## config.mk

```make
export PLATFORM = sky130hd
export DESIGN_NAME = rtc_bus_responder
export DESIGN_NICKNAME = d
export VERILOG_FILES = /design/src/rtl/rtc_bus_responder.sv
export SDC_FILE = /design/constraint.sdc
export NUM_CORES = 1
export LEC_CHECK = 0
export CAP_MARGIN = 20
export CORE_UTILIZATION = 55
export CTS_CLUSTER_DIAMETER = 150
export DETAILED_ROUTE_END_ITERATION = 16
export GPL_TIMING_DRIVEN = 0
export PLACE_DENSITY = 0.72
export RECOVER_POWER = 25
export SKIP_CTS_REPAIR_TIMING = 1
export SLEW_MARGIN = 20
export SYNTH_ARGS = -nofsm -noshare
export SYNTH_HDL_FRONTEND = slang
export SYNTH_SLANG_ARGS = --single-unit
export TNS_END_PERCENT = 1
```

## constraint.sdc

```tcl
create_clock -name clk -period 6.2 [get_ports clk]
set_input_delay 1.24 -clock clk [delete_from_list [all_inputs] [get_ports clk]]
set_output_delay 1.24 -clock clk [all_outputs]
set_load 0.01 [all_outputs]
```

## src/rtl/rtc_bus_responder.sv

```systemverilog
// rtl/rtc_bus_responder.sv - BCD real-time clock and countdown timer behind a multiplexed address/data bus
module rtc_bus_responder #(
  parameter logic [7:0] ADDR_CLR = 8'h00
) (
  input  logic       clk,
  input  logic       rst,
  input  logic       tick_1hz,
  input  logic       CS_n,
  input  logic       RD_n,
  input  logic       WR_n,
  input  logic       A_D,
  input  logic [7:0] AD_in,
  output logic [7:0] AD_out,
  output logic       AD_oe,
  output logic       IRQ_n
);

  typedef enum logic [2:0] {IDLE, ADDR, WDATA, RDATA, WAIT_REL} state_t;

  state_t     state;
  logic [7:0] addr;
  logic [7:0] wdata;
  logic [7:0] rdata;
  logic [2:0] widx;
  logic [7:0] tm_live [0:5];
  logic [7:0] tm_shad [0:5];
  logic [7:0] tm_next [0:5];
  logic [7:0] tr_live [0:2];
  logic [7:0] tr_shad [0:2];
  logic [7:0] tr_next [0:2];
  logic       armed;
  logic [5:1] carry;
  logic [2:1] borrow;
  logic       commit;
  logic       time_load;
  logic       timer_load;
  logic       irq_clr;
  logic       t_zero;
  logic       t_end;
  logic       expire;

  function automatic logic [7:0] bcd_inc(input logic [7:0] v, input logic [7:0] max_v,
                                         input logic [7:0] wrap_v);
    if (v == max_v)           return wrap_v;
    else if (v[3:0] == 4'h9)  return {v[7:4] + 4'h1, 4'h0};
    else                      return v + 8'h01;
  endfunction

  function automatic logic [7:0] bcd_dec(input logic [7:0] v, input logic [7:0] wrap_v);
    if (v == 8'h00)           return wrap_v;
    else if (v[3:0] == 4'h0)  return {v[7:4] - 4'h1, 4'h9};
    else                      return v - 8'h01;
  endfunction

  // A write commits in the cycle the initiator releases the strobe or chip select.
  assign commit     = (state == WDATA) && (WR_n || CS_n);
  assign time_load  = commit && (addr == 8'hF0) && (wdata == 8'hF0);
  assign timer_load = commit && (addr == 8'hF0) && (wdata == 8'hF1);
  assign irq_clr    = commit && (addr == ADDR_CLR) && wdata[0];
  assign widx       = addr[2:0] - 3'd1;

  assign carry[1]  = (tm_live[0] == 8'h59);
  assign carry[2]  = carry[1] && (tm_live[1] == 8'h59);
  assign carry[3]  = carry[2] && (tm_live[2] == 8'h23);
  assign carry[4]  = carry[3] && (tm_live[3] == 8'h31);
  assign carry[5]  = carry[4] && (tm_live[4] == 8'h12);
  assign borrow[1] = (tr_live[0] == 8'h00);
  assign borrow[2] = borrow[1] && (tr_live[1] == 8'h00);

  always_comb begin
    tm_next[0] = bcd_inc(tm_live[0], 8'h59, 8'h00);
    tm_next[1] = carry[1] ? bcd_inc(tm_live[1], 8'h59, 8'h00) : tm_live[1];
    tm_next[2] = carry[2] ? bcd_inc(tm_live[2], 8'h23, 8'h00) : tm_live[2];
    tm_next[3] = carry[3] ? bcd_inc(tm_live[3], 8'h31, 8'h01) : tm_live[3];
    tm_next[4] = carry[4] ? bcd_inc(tm_live[4], 8'h12, 8'h01) : tm_live[4];
    tm_next[5] = carry[5] ? bcd_inc(tm_live[5], 8'h99, 8'h00) : tm_live[5];
    tr_next[0] = bcd_dec(tr_live[0], 8'h59);
    tr_next[1] = borrow[1] ? bcd_dec(tr_live[1], 8'h59) : tr_live[1];
    tr_next[2] = borrow[2] ? bcd_dec(tr_live[2], 8'h23) : tr_live[2];
  end

  assign t_zero = borrow[2] && (tr_live[2] == 8'h00);
  assign t_end  = (tr_next[0] == 8'h00) && (tr_next[1] == 8'h00) && (tr_next[2] == 8'h00);
  assign expire = tick_1hz && armed && !timer_load && (t_zero || t_end);

  always_comb begin
    rdata = 8'h00;
    case (addr)
      8'h21:   rdata = tm_live[0];
      8'h22:   rdata = tm_live[1];
      8'h23:   rdata = tm_live[2];
      8'h24:   rdata = tm_live[3];
      8'h25:   rdata = tm_live[4];
      8'h26:   rdata = tm_live[5];
      8'h41:   rdata = tr_live[0];
      8'h42:   rdata = tr_live[1];
      8'h43:   rdata = tr_live[2];
      default: rdata = 8'h00;
    endcase
  end

  always_ff @(posedge clk) begin
    if (rst) begin
      state  <= IDLE;
      addr   <= 8'h00;
      wdata  <= 8'h00;
      AD_out <= 8'h00;
      AD_oe  <= 1'b0;
    end else begin
      case (state)
        IDLE: begin
          if (!CS_n) begin
            if (!RD_n && !WR_n) begin
              state <= WAIT_REL;
            end else if (!WR_n) begin
              if (A_D) begin
                wdata <= AD_in;
                state <= WDATA;
              end else begin
                addr  <= AD_in;
                state <= ADDR;
              end
            end else if (!RD_n && A_D) begin
              state  <= RDATA;
              AD_oe  <= 1'b1;
              AD_out <= rdata;
            end
          end
        end
        ADDR: begin
          if (WR_n || CS_n) state <= IDLE;
          else              addr  <= AD_in;
        end
        WDATA: begin
          if (WR_n || CS_n) state <= IDLE;
          else              wdata <= AD_in;
        end
        RDATA: begin
          if (RD_n || CS_n) begin
            state  <= IDLE;
            AD_oe  <= 1'b0;
            AD_out <= 8'h00;
          end else begin
            AD_out <= rdata;
          end
        end
        WAIT_REL: begin
          if (CS_n && RD_n && WR_n) state <= IDLE;
        end
        default: state <= IDLE;
      endcase
    end
  end

  // A load command overrides a same-cycle tick for its own register group only.
  always_ff @(posedge clk) begin
    if (rst) begin
      for (int i = 0; i < 6; i++) begin
        tm_live[i] <= 8'h00;
        tm_shad[i] <= 8'h00;
      end
      tm_live[3] <= 8'h01;
      tm_live[4] <= 8'h01;
      tm_shad[3] <= 8'h01;
      tm_shad[4] <= 8'h01;
      for (int i = 0; i < 3; i++) begin
        tr_live[i] <= 8'h00;
        tr_shad[i] <= 8'h00;
      end
      armed <= 1'b0;
      IRQ_n <= 1'b1;
    end else begin
      if (commit && (addr >= 8'h21) && (addr <= 8'h26)) tm_shad[widx] <= wdata;
      if (commit && (addr >= 8'h41) && (addr <= 8'h43)) tr_shad[widx[1:0]] <= wdata;
      if (time_load)     tm_live <= tm_shad;
      else if (tick_1hz) tm_live <= tm_next;
      if (timer_load) begin
        tr_live <= tr_shad;
        armed   <= 1'b1;
      end else if (tick_1hz && armed) begin
        if (!t_zero) tr_live <= tr_next;
        if (expire)  armed   <= 1'b0;
      end
      if (expire)       IRQ_n <= 1'b0;
      else if (irq_clr) IRQ_n <= 1'b1;
    end
  end

endmodule

```

Word-level counts from Yosys, hierarchy flattened

Index checks and enable logic that the tools add are counted.

Bits in registers: 174
Input port bits: 15
Output and inout bits: 10

$add $sub $neg: 19
Magnitude comparators: 8
Equal/unequal tests: 42
Multiplexer cells: 74
Bitwise logic cells: 2
Reductions and logical operators: 69

Operator list:

| kind                | count |
|---|---|
| $mux 8              | 41 |
| $mux 48             | 2 |
| $mux 24             | 3 |
| $pmux 8 s9          | 1 |
| $eq 8x6->1 const B  | 8 |
| $logic_not 8->1     | 7 |
| $add 8x1->8 const B | 6 |
| $bwmux 48           | 1 |
| $pmux 8 s2          | 3 |
| $eq 8x7->1 const B  | 5 |
| $eq 8x8->1 const B  | 4 |
| $logic_and 1x1->1   | 27 |
| $add 4x1->4 const B | 6 |
| $bwmux 24           | 1 |
| $demux 8 s3         | 1 |
| $eq 4x4->1 const B  | 6 |
| $ne 2x2->1 const B  | 12 |
| $reduce_bool 2->1   | 12 |
| $sub 8x1->8 const B | 3 |
| $mux 3              | 7 |
| $reduce_and 6->1    | 3 |
| $demux 8 s2         | 1 |
| $reduce_and 2->1    | 7 |
| $logic_not 4->1     | 3 |
| 27 further kinds    | 44 |

Longest topological paths before layout

Gate-level depths: netlist of run 1.

Depth after elaboration: 12
Mapped depth: 10

Worst setup path before layout of run 1

OpenSTA, ideal clock, no wires.

Kind: input -> register
From: in CS_n
To: reg tm_shad[0] in the netlist's numbering
Data arrival time: 2.938 ns
Required time: 6.072 ns
Path slack: 3.135 ns
Cell stages on the path: 6
Path buffers: 1
Path through: clkbuf_1 o211ai_1 nor4_2 nand3_2 mux2i_1 nor2_1

Longest elaborated chain between the ends: 4

Ends and longest elaborated chain:

| element                         | RTL line | text |
|---|---|---|
| start, declared                 | 8        | `input logic CS_n,` |
| $logic_or 1x1->1                | 56       | `assign commit = (state == WDATA) && (WR_n \|\| CS_n);` |
| $logic_and 1x1->1               | 56       |  |
| $logic_and 1x1->1 (2 in series) | 173      | `if (commit && (addr >= 8'h21) && (addr <= 8'h26)) tm_shad[widx] <= wdata;` |
| end signal, assigned by index   | 173      |  |
| end, declared                   | 26       | `logic [7:0] tm_shad [0:5];` |

Every way passes these cells.
A chain may end at the register's enable or synchronous reset.

Worst setup path in the final report of run 1

From: in WR_n
To: reg tm_live[34] in the netlist's numbering

Longest elaborated chain between the ends: 6
Elaborated cells between the ends (all ways): 8
Classes of those cells: mux: 1; reduce/logical: 7

Ends and longest elaborated chain:

| element                             | RTL line | text |
|---|---|---|
| start, declared                     | 10       | `input logic WR_n,` |
| $logic_or 1x1->1 (*)                | 56       |  |
| $logic_and 1x1->1 (*)               | 56       |  |
| $logic_and 1x1->1 (*) (2 in series) | 57       | `assign time_load = commit && (addr == 8'hF0) && (wdata == 8'hF0);` |
| $reduce_bool 2->1 (no source line)  | -        |  |
| $reduce_and 2->1 (no source line)   | -        |  |
| end signal, assigned                | 175      | `if (time_load) tm_live <= tm_shad;` |
| end signal, assigned                | 176      | `else if (tick_1hz) tm_live <= tm_next;` |
| end, declared                       | 25       | `logic [7:0] tm_live [0:5];` |

Mark *: on every way between the ends. The rest lies on a longest branch, timed or not.

==> results of run 1 <==
-- per-stage QoR --
| stage | total power, W | cells | hold slack, ns | util [%] | setup WS [ns] |
|---|---|---|---|---|---|
| floorplan | 0.001369 | 1201 | 0.4288 | - | 3.135 |
| global placement | 0.001450 | 1442 | 0.4407 | 60.02 | 2.354 |
| detailed placement | 0.001454 | 1442 | 0.4438 | 60.02 | 2.311 |
| CTS | 0.002504 | 1474 | 0.4531 | 63.47 | 2.781 |
| global route | 0.002583 | 1474 | 0.4690 | 63.35 | 2.437 |
| finish | 0.002509 | 1474 | 0.4531 | 63.35 | 2.645 |
-- layout by cell type, fill, tap and decap left out, types with 4 or more instances in the layout --
cell type | Yosys | layout
clkbuf_1 | 76 | 78
dfxtp_1 | 174 | 174
nor3b_1 | 8 | 8
xnor2_1 | 8 | 8
and2_1 | 8 | 8
nand4b_1 | 5 | 5
ha_1 | 32 | 32
nor3_1 | 33 | 34
a22oi_1 | 6 | 6
a222oi_1 | 20 | 20
dlygate4sd3_1 | 0 | 13
nor2b_1 | 13 | 13
and3_1 | 17 | 17
mux2i_1 | 64 | 64
clkdlybuf4s50_1 | 0 | 8
nor4_1 | 13 | 13
and3b_1 | 4 | 4
or2_2 | 5 | 5
o211ai_1 | 15 | 15
nor4b_1 | 6 | 6
nor2_1 | 167 | 167
nand3b_1 | 4 | 4
inv_1 | 29 | 29
o21bai_1 | 5 | 5
nand4_1 | 16 | 16
nand2_1 | 125 | 125
nand3_1 | 62 | 62
a31oi_1 | 15 | 15
o22ai_1 | 13 | 13
clkbuf_16 | 0 | 17
xor2_1 | 9 | 9
o21ai_0 | 33 | 35
o31ai_1 | 7 | 7
a211o_1 | 4 | 4
a21oi_1 | 81 | 82
nand2b_1 | 9 | 9
a211oi_1 | 36 | 36
-- kinds of logic (layout without fill, tap and decap cells) --
| family | count (synthesis) | count (layout) | share of synthesized area, % |
|---|---|---|---|
| AOI/OAI and AO/OA | 276 | 276 | 19.30 |
| xor gates and xnor gates | 17 | 17 | 1.550 |
| adders and majority gates | 32 | 32 | 4.167 |
| buffers and inverters | 112 | 165 | 4.583 |
| DFF | 174 | 174 | 36.25 |
| muxes | 66 | 66 | 6.901 |
| and+or+nand+nor | 524 | 524 | 27.25 |
-- registers in the layout, indices dropped and copies added (netlist names) --
signal / flops
AD_out: 8
addr: 8
IRQ_n: 1
wdata: 8
tm_live: 48
armed: 1
AD_oe: 1
tr_live: 24
tr_shad: 24
tm_shad: 48
state: 3
-- final timing paths --
kind | endpoint | slack, ns | from | cells past startpoint
setup / recovery | tm_live[34]$_SDFFE_PP0P_ | 2.65 | WR_n | 7
hold / removal | tm_shad[34]$_SDFFE_PP0P_ | 0.45 | tm_shad[34]$_SDFFE_PP0P_ | 2
setup reg to reg | tr_live[20]$_SDFFE_PP0P_ | 3.04 | tr_live[0]$_SDFFE_PP0P_ | 9
hold reg to reg | tm_shad[34]$_SDFFE_PP0P_ | 0.45 | tm_shad[34]$_SDFFE_PP0P_ | 2
-- where the power goes --
part	internal (W)	leakage, nW	switching, W
registers	0.00114	1.40	0.0000166
clock network	0.000592	0.285	0.000481
logic	0.0000880	2.30	0.000195
-- worst min-delay path: stages (launching register included) --
cell,delay [ns]
dfxtp_1,0.31
nand2_1,0.05
a21oi_1,0.05
-- layer usage --
metal | vias to the layer above | GRT usage (%) | part of all wire (%)
met1 | 4551 | 46.95 | 43
met4 | 0 | 15.29 | 3.7
li1 | 4461 | - | -
met2 | 463 | 56.88 | 46
met5 | - | 0 | 0
met3 | 80 | 5.896 | 7.8
-- cell type report --
| type | instances | share of cell area [%] |
|---|---|---|
| clock inverter | 10 | 0.9865 |
| clock buffer | 22 | 4.451 |
| inverter | 29 | 1.022 |
| multi-input combinational | 915 | 53.18 |
| sequential | 174 | 32.70 |
| tap | 220 | 2.584 |
| timing repair buffer | 21 | 1.973 |
| buffer | 83 | 3.112 |
==> impl_metrics.csv, run 1 <==
group,metric,value,unit
worst_setup_path,crit_type,"input pin to flop",
cts,cts_made_buffers,17,
worst_setup_path,end_kind,"flop",
cts,clock-root-buffer,"clkbuf_16",
sta,rsz0062_at_grt,"false",
grt,grt_overflow,0,
logic_synthesis,synth-seq-cells,174,
cts,cts_sinks,174,
cts,cts_buffer_depth,2,
logic_synthesis,synth_cells,1201,
hold_path,hold_path.class,"flop to flop",
final_layout,fill_cells,1544,
drt,route.detailed.drc,0,
die,dieHeight,134.2,um
final_layout,syn_to_final_growth,10.87,%
grt,grt_use_total,35.43,%
sta,worst_pin_slew,1.496,ns
logic_synthesis,synth_edf_count,0,
final_layout,seq_area,0.003483,sq mm
final_layout,fin_nets,1288,
sta,clock_skew,0.01174,ns
sta,slew_violations,1,
sta,fin_crit_sh,57.33,%
worst_setup_path,path_common_cell,"clkbuf_1",
drt,num_vias,9555,
logic_synthesis,yosysTopAreaCell,"dfxtp_1",
status,status,"complete, but fails checks",
drt,drt_iter0_drc,1353,
cts,clk_latency,0.45,ns
placement,place_area,0.01009,sq mm
logic_synthesis,synthTopCellsByCount,"dfxtp_1, nor2_1, nand2_1",
logic_synthesis,synthFlopType,"dfxtp_1",
die,die_area,0.01800,sq mm
logic_synthesis,synth_top_area_share,36.25,%
logic_synthesis,yosysMostFrequentCell,"dfxtp_1",
drt,routed_via_density,6.482,
logic_synthesis,synth_area,0.009609,sq mm
final_layout,drive_above_1_share,4.864,%
worst_setup_path,critPathMaxStageDelay,0.64,ns
status,violations,"capacitance limit, slew limit",
drt,wire_per_inst,21.02,um
logic_synthesis,netlist_top_cells_area,"dfxtp_1, mux2i_1, nor2_1",
cts,h-tree-depth,4,
sta,tns,0,ns
flow_run,max_cap_viol_count,1,
drt,first_pass_iters,9,
sta,max_freq,0.2813,GHz
final_layout,multi_input_area,0.005665,sq mm
cts,cts_tree,"done",
power,power_density,235.5,mW/mm^2
worst_setup_path,path_cells,"dlygate4sd3_1 > o211a_1 > nand4_1 > clkbuf_1 > clkbuf_1 > o221ai_1 > a21oi_1",
logic_synthesis,synth.distinct_cells,80,
worst_setup_path,arrival,3.92,ns
cts,path_clk_slew,0.07,ns
placement,dpl.hpwl,22440,um
placement,io_buffer_count,21,
sta,setup_violations,0,
drt,final_antenna_net_count,0,
die,start_util,57.13,%
sta,fin_crit,3.555,ns
worst_setup_path,slowest_stage,"clkbuf_1",
power,ir_drop,0.2176,mV
die,core_area,0.01682,sq mm
placement,gp_congestion,0.9490,
drt,wl,30980,um
grt,antenna_found_initial,0,
worst_setup_path,cp_max_fo,10,
sta,slew_headroom,-0.8031,%
power,leakage,3.992,nW
final_layout,diodes,0,
sta,hold_viol_final,0,
die,ios,25,
worst_setup_path,critPathLaunchType,"input pin",
grt,grt_pass1_vias,8675,
logic_synthesis,ys_warn_count,0,
worst_setup_path,cp_top_family,"buffers and inverters",
logic_synthesis,syn_area_per_cell,8.001,sq um
logic_synthesis,synthArstFlopShare,0,%
worst_setup_path,required,6.57,ns
logic_synthesis,syn_nets,1248,
worst_setup_path,cp.buffers_inverters,3,
grt,grt_max_degree,17,
die,row_count,47,
final_layout,design_area,0.01065,sq mm
logic_synthesis,yosysSeqAreaShare,36.25,%
grt,grt_pass1_wl,48290,um
die,dieWidth,134.2,um
No activity file was read; power rests on OpenSTA's default activity.
==> run 2, diff against run 1 <==
clock period = 3.4 ns   (was 6.2 ns; I/O delays follow)
==> run 2 against run 1 <==
Effect of this change: the flow still finishes with violations (capacitance limit, slew limit); routed wire length about the same; cell count unchanged; global-route usage stayed put; die area is the same; sequential power increased by 83%; count of clock-buffer cells in the layout is the same; largest power group unchanged; first-iteration DRC count decreased by 2.3%.
==> impl_metrics.csv, run 2 (synthesis gave the netlist of run 1 again) <==
group,metric,value,unit
placement,dpl_worst_slack,0.07110,ns
sta,fin_crit,3.150,ns
sta,max_freq,0.3174,GHz
worst_setup_path,cp.buffers_inverters,1,
cts,clk_latency,0.45,ns
cts,cts_tree,"done",
final_layout,design_area,0.01065,sq mm
worst_setup_path,cp_top_family,"simple AND/OR/NAND/NOR gates",
grt,grt.busiest_layer,"met2",
sta,tns,0,ns
worst_setup_path,crit_type,"flop to flop",
power,leakage,3.993,nW
worst_setup_path,critPathLaunchType,"flop",
power,power_density,429.7,mW/mm^2
flow_run,max_cap_viol_count,1,
worst_setup_path,end_kind,"flop",
drt,num_vias,9514,
cts,cts_made_buffers,17,
final_layout,fin_nets,1288,
grt,grt_pass1_vias,8675,
die,start_util,57.13,%
hold_path,min_from,"tm_shad[34]$_SDFFE_PP0P_",
power,p_comb_share,11.3,%
power,ir_drop,0.4016,mV
worst_setup_path,crit_start,"tr_live[20]$_SDFFE_PP0P_",
die,dieHeight,134.2,um
drt,wl,31000,um
worst_setup_path,timing.rr.start,"tr_live[20]$_SDFFE_PP0P_",
die,core_area,0.01682,sq mm
grt,grt_util_met2,56.88,%
hold_path,hold_path.class,"flop to flop",
cts,cts_buffer_depth,2,
final_layout,drive_above_1_share,4.864,%
sta,worst_pin_slew,1.490,ns
power,p_sw_share,27.65,%
sta,worst_slack,0.2498,ns
sta,rsz0062_at_grt,"false",
status,violations,"capacitance limit, slew limit",
die,row_count,47,
power,intPower,0.003312,W
worst_setup_path,required,3.71,ns
placement,place_area,0.01009,sq mm
final_layout,diodes,0,
worst_setup_path,cp_max_fo,10,
placement,gp_congestion,0.9490,
cts,cts_sinks,174,
sta,clock_skew,0.01090,ns
drt,routed_via_density,6.455,
final_layout,mostFrequentLayoutCell,"dfxtp_1",
die,ios,25,
power,p_seq_share,45.9,%
drt,route.detailed.drc,0,
grt,grt_max_degree,17,
sta,hold_viol_final,0,
grt,grt_overflow,0,
final_layout,layout_common_cells,"dfxtp_1, nor2_1, nand2_1",
cts,path_clk_slew,0.07,ns
grt,use_met3,5.896,%
drt,first_pass_iters,8,
drt,final_antenna_net_count,0,
power,clkPwrFrac,42.8,%
drt,drt_iter0_drc,1322,
hold_path,worstHoldEndpoint,"tm_shad[34]$_SDFFE_PP0P_",
worst_setup_path,regToRegEndpoint,"tr_live[5]$_SDFFE_PP0P_",
grt,met1_usage,46.95,%
status,status,"complete, but fails checks",
sta,slew_violations,1,
worst_setup_path,slowest_stage,"nor3_1",
die,die_area,0.01800,sq mm
die,dieWidth,134.2,um
worst_setup_path,critPathMaxStageDelay,0.82,ns
worst_setup_path,arrival,3.46,ns
grt,grt_pass1_wl,48290,um
worst_setup_path,path_common_cell,"nor3_1",
final_layout,largestRegisters,"tm_live: 48 flops, tm_shad: 48 flops",
sta,slew_headroom,-0.3723,%
sta,fin_crit_sh,92.65,%
worst_setup_path,path_cells,"inv_1 > ha_1 > or3b_2 > or3_1 > nor3_1 > o21ai_0 > a221oi_1 > nor3_1",
worst_setup_path,ff2ff_setup_slack,0.25,ns
worst_setup_path,r2r_cells,8,
placement,dpl.hpwl,22440,um
grt,antenna_found_initial,0,
grt,grt_use_total,35.43,%
final_layout,syn_to_final_growth,10.87,%
drt,wire_per_inst,21.03,um
cts,h-tree-depth,4,
hold_path,whs_path_depth,2,
placement,io_buffer_count,21,
cts,clock-root-buffer,"clkbuf_16",
power,power.switching,0.001266,W
sta,setup_violations,0,
[run 2: cell types whose count changed in the layout (fill, tap and decap cells not counted), sizes merged]
cell / delta
clkdlybuf4s50: +1
dlygate4sd3: -1
[run 2: tightest hold or removal path, cell delays in order (launching register included)]
cell and delay (ns):
dfxtp_1 0.31, nand2_1 0.05, a21oi_1 0.05
[run 2: worst max-delay path by stage]
stage | end | cells past startpoint | slack (ns)
global placement | tm_shad[2]$_SDFFE_PP0P_ | 6 | 0.11
CTS | tr_live[17]$_SDFFE_PP0P_ | 9 | 0.26
finish | tr_live[5]$_SDFFE_PP0P_ | 8 | 0.25
floorplan | tm_shad[0]$_SDFFE_PP0P_ | 6 | 0.89
global route | tr_live[22]$_SDFFE_PP0P_ | 9 | 0.09
detailed placement | tm_shad[5]$_SDFFE_PP0P_ | 6 | 0.07
[run 2: cell type report]
type                    count  area [sq um]
clock buffers              22         474.2
plain buffers              83         331.6
clock inverters            10         105.1
inverters                  29         108.9
fillers                  1544          6165
well taps                 220         275.3
flip-flops and latches    174          3483
repair buffers             21         210.2
multi-input cells         915          5665
[run 2: per-stage QoR]
step | util (%) | hold WS, ns | std cells | power, W
6_report | 63.35 | 0.4530 | 1474 | 0.004578
5_1_grt | 63.35 | 0.4690 | 1474 | 0.004711
4_1_cts | 63.47 | 0.4531 | 1474 | 0.004565
3_5_place_dp | 60.02 | 0.4438 | 1442 | 0.002651
3_3_place_gp | 60.02 | 0.4407 | 1442 | 0.002644
2_1_floorplan | - | 0.4288 | 1201 | 0.002497
[run 2: power by group through the flow]
stage / combinational (W) / sequential (W) / clock (W)
floorplan: 0.000357 / 0.00214 / 0
global route: 0.000556 / 0.00210 / 0.00205
global placement: 0.000498 / 0.00215 / 0
detailed placement: 0.000504 / 0.00215 / 0
finish: 0.000518 / 0.00210 / 0.00196
CTS: 0.000507 / 0.00210 / 0.00196
[run 2: per-layer routing]
metal  wire [um]  share of wire, %
met1       13280                43
met2       14180                46
met3        2384               7.7
met4        1151               3.7
met5           0                 0
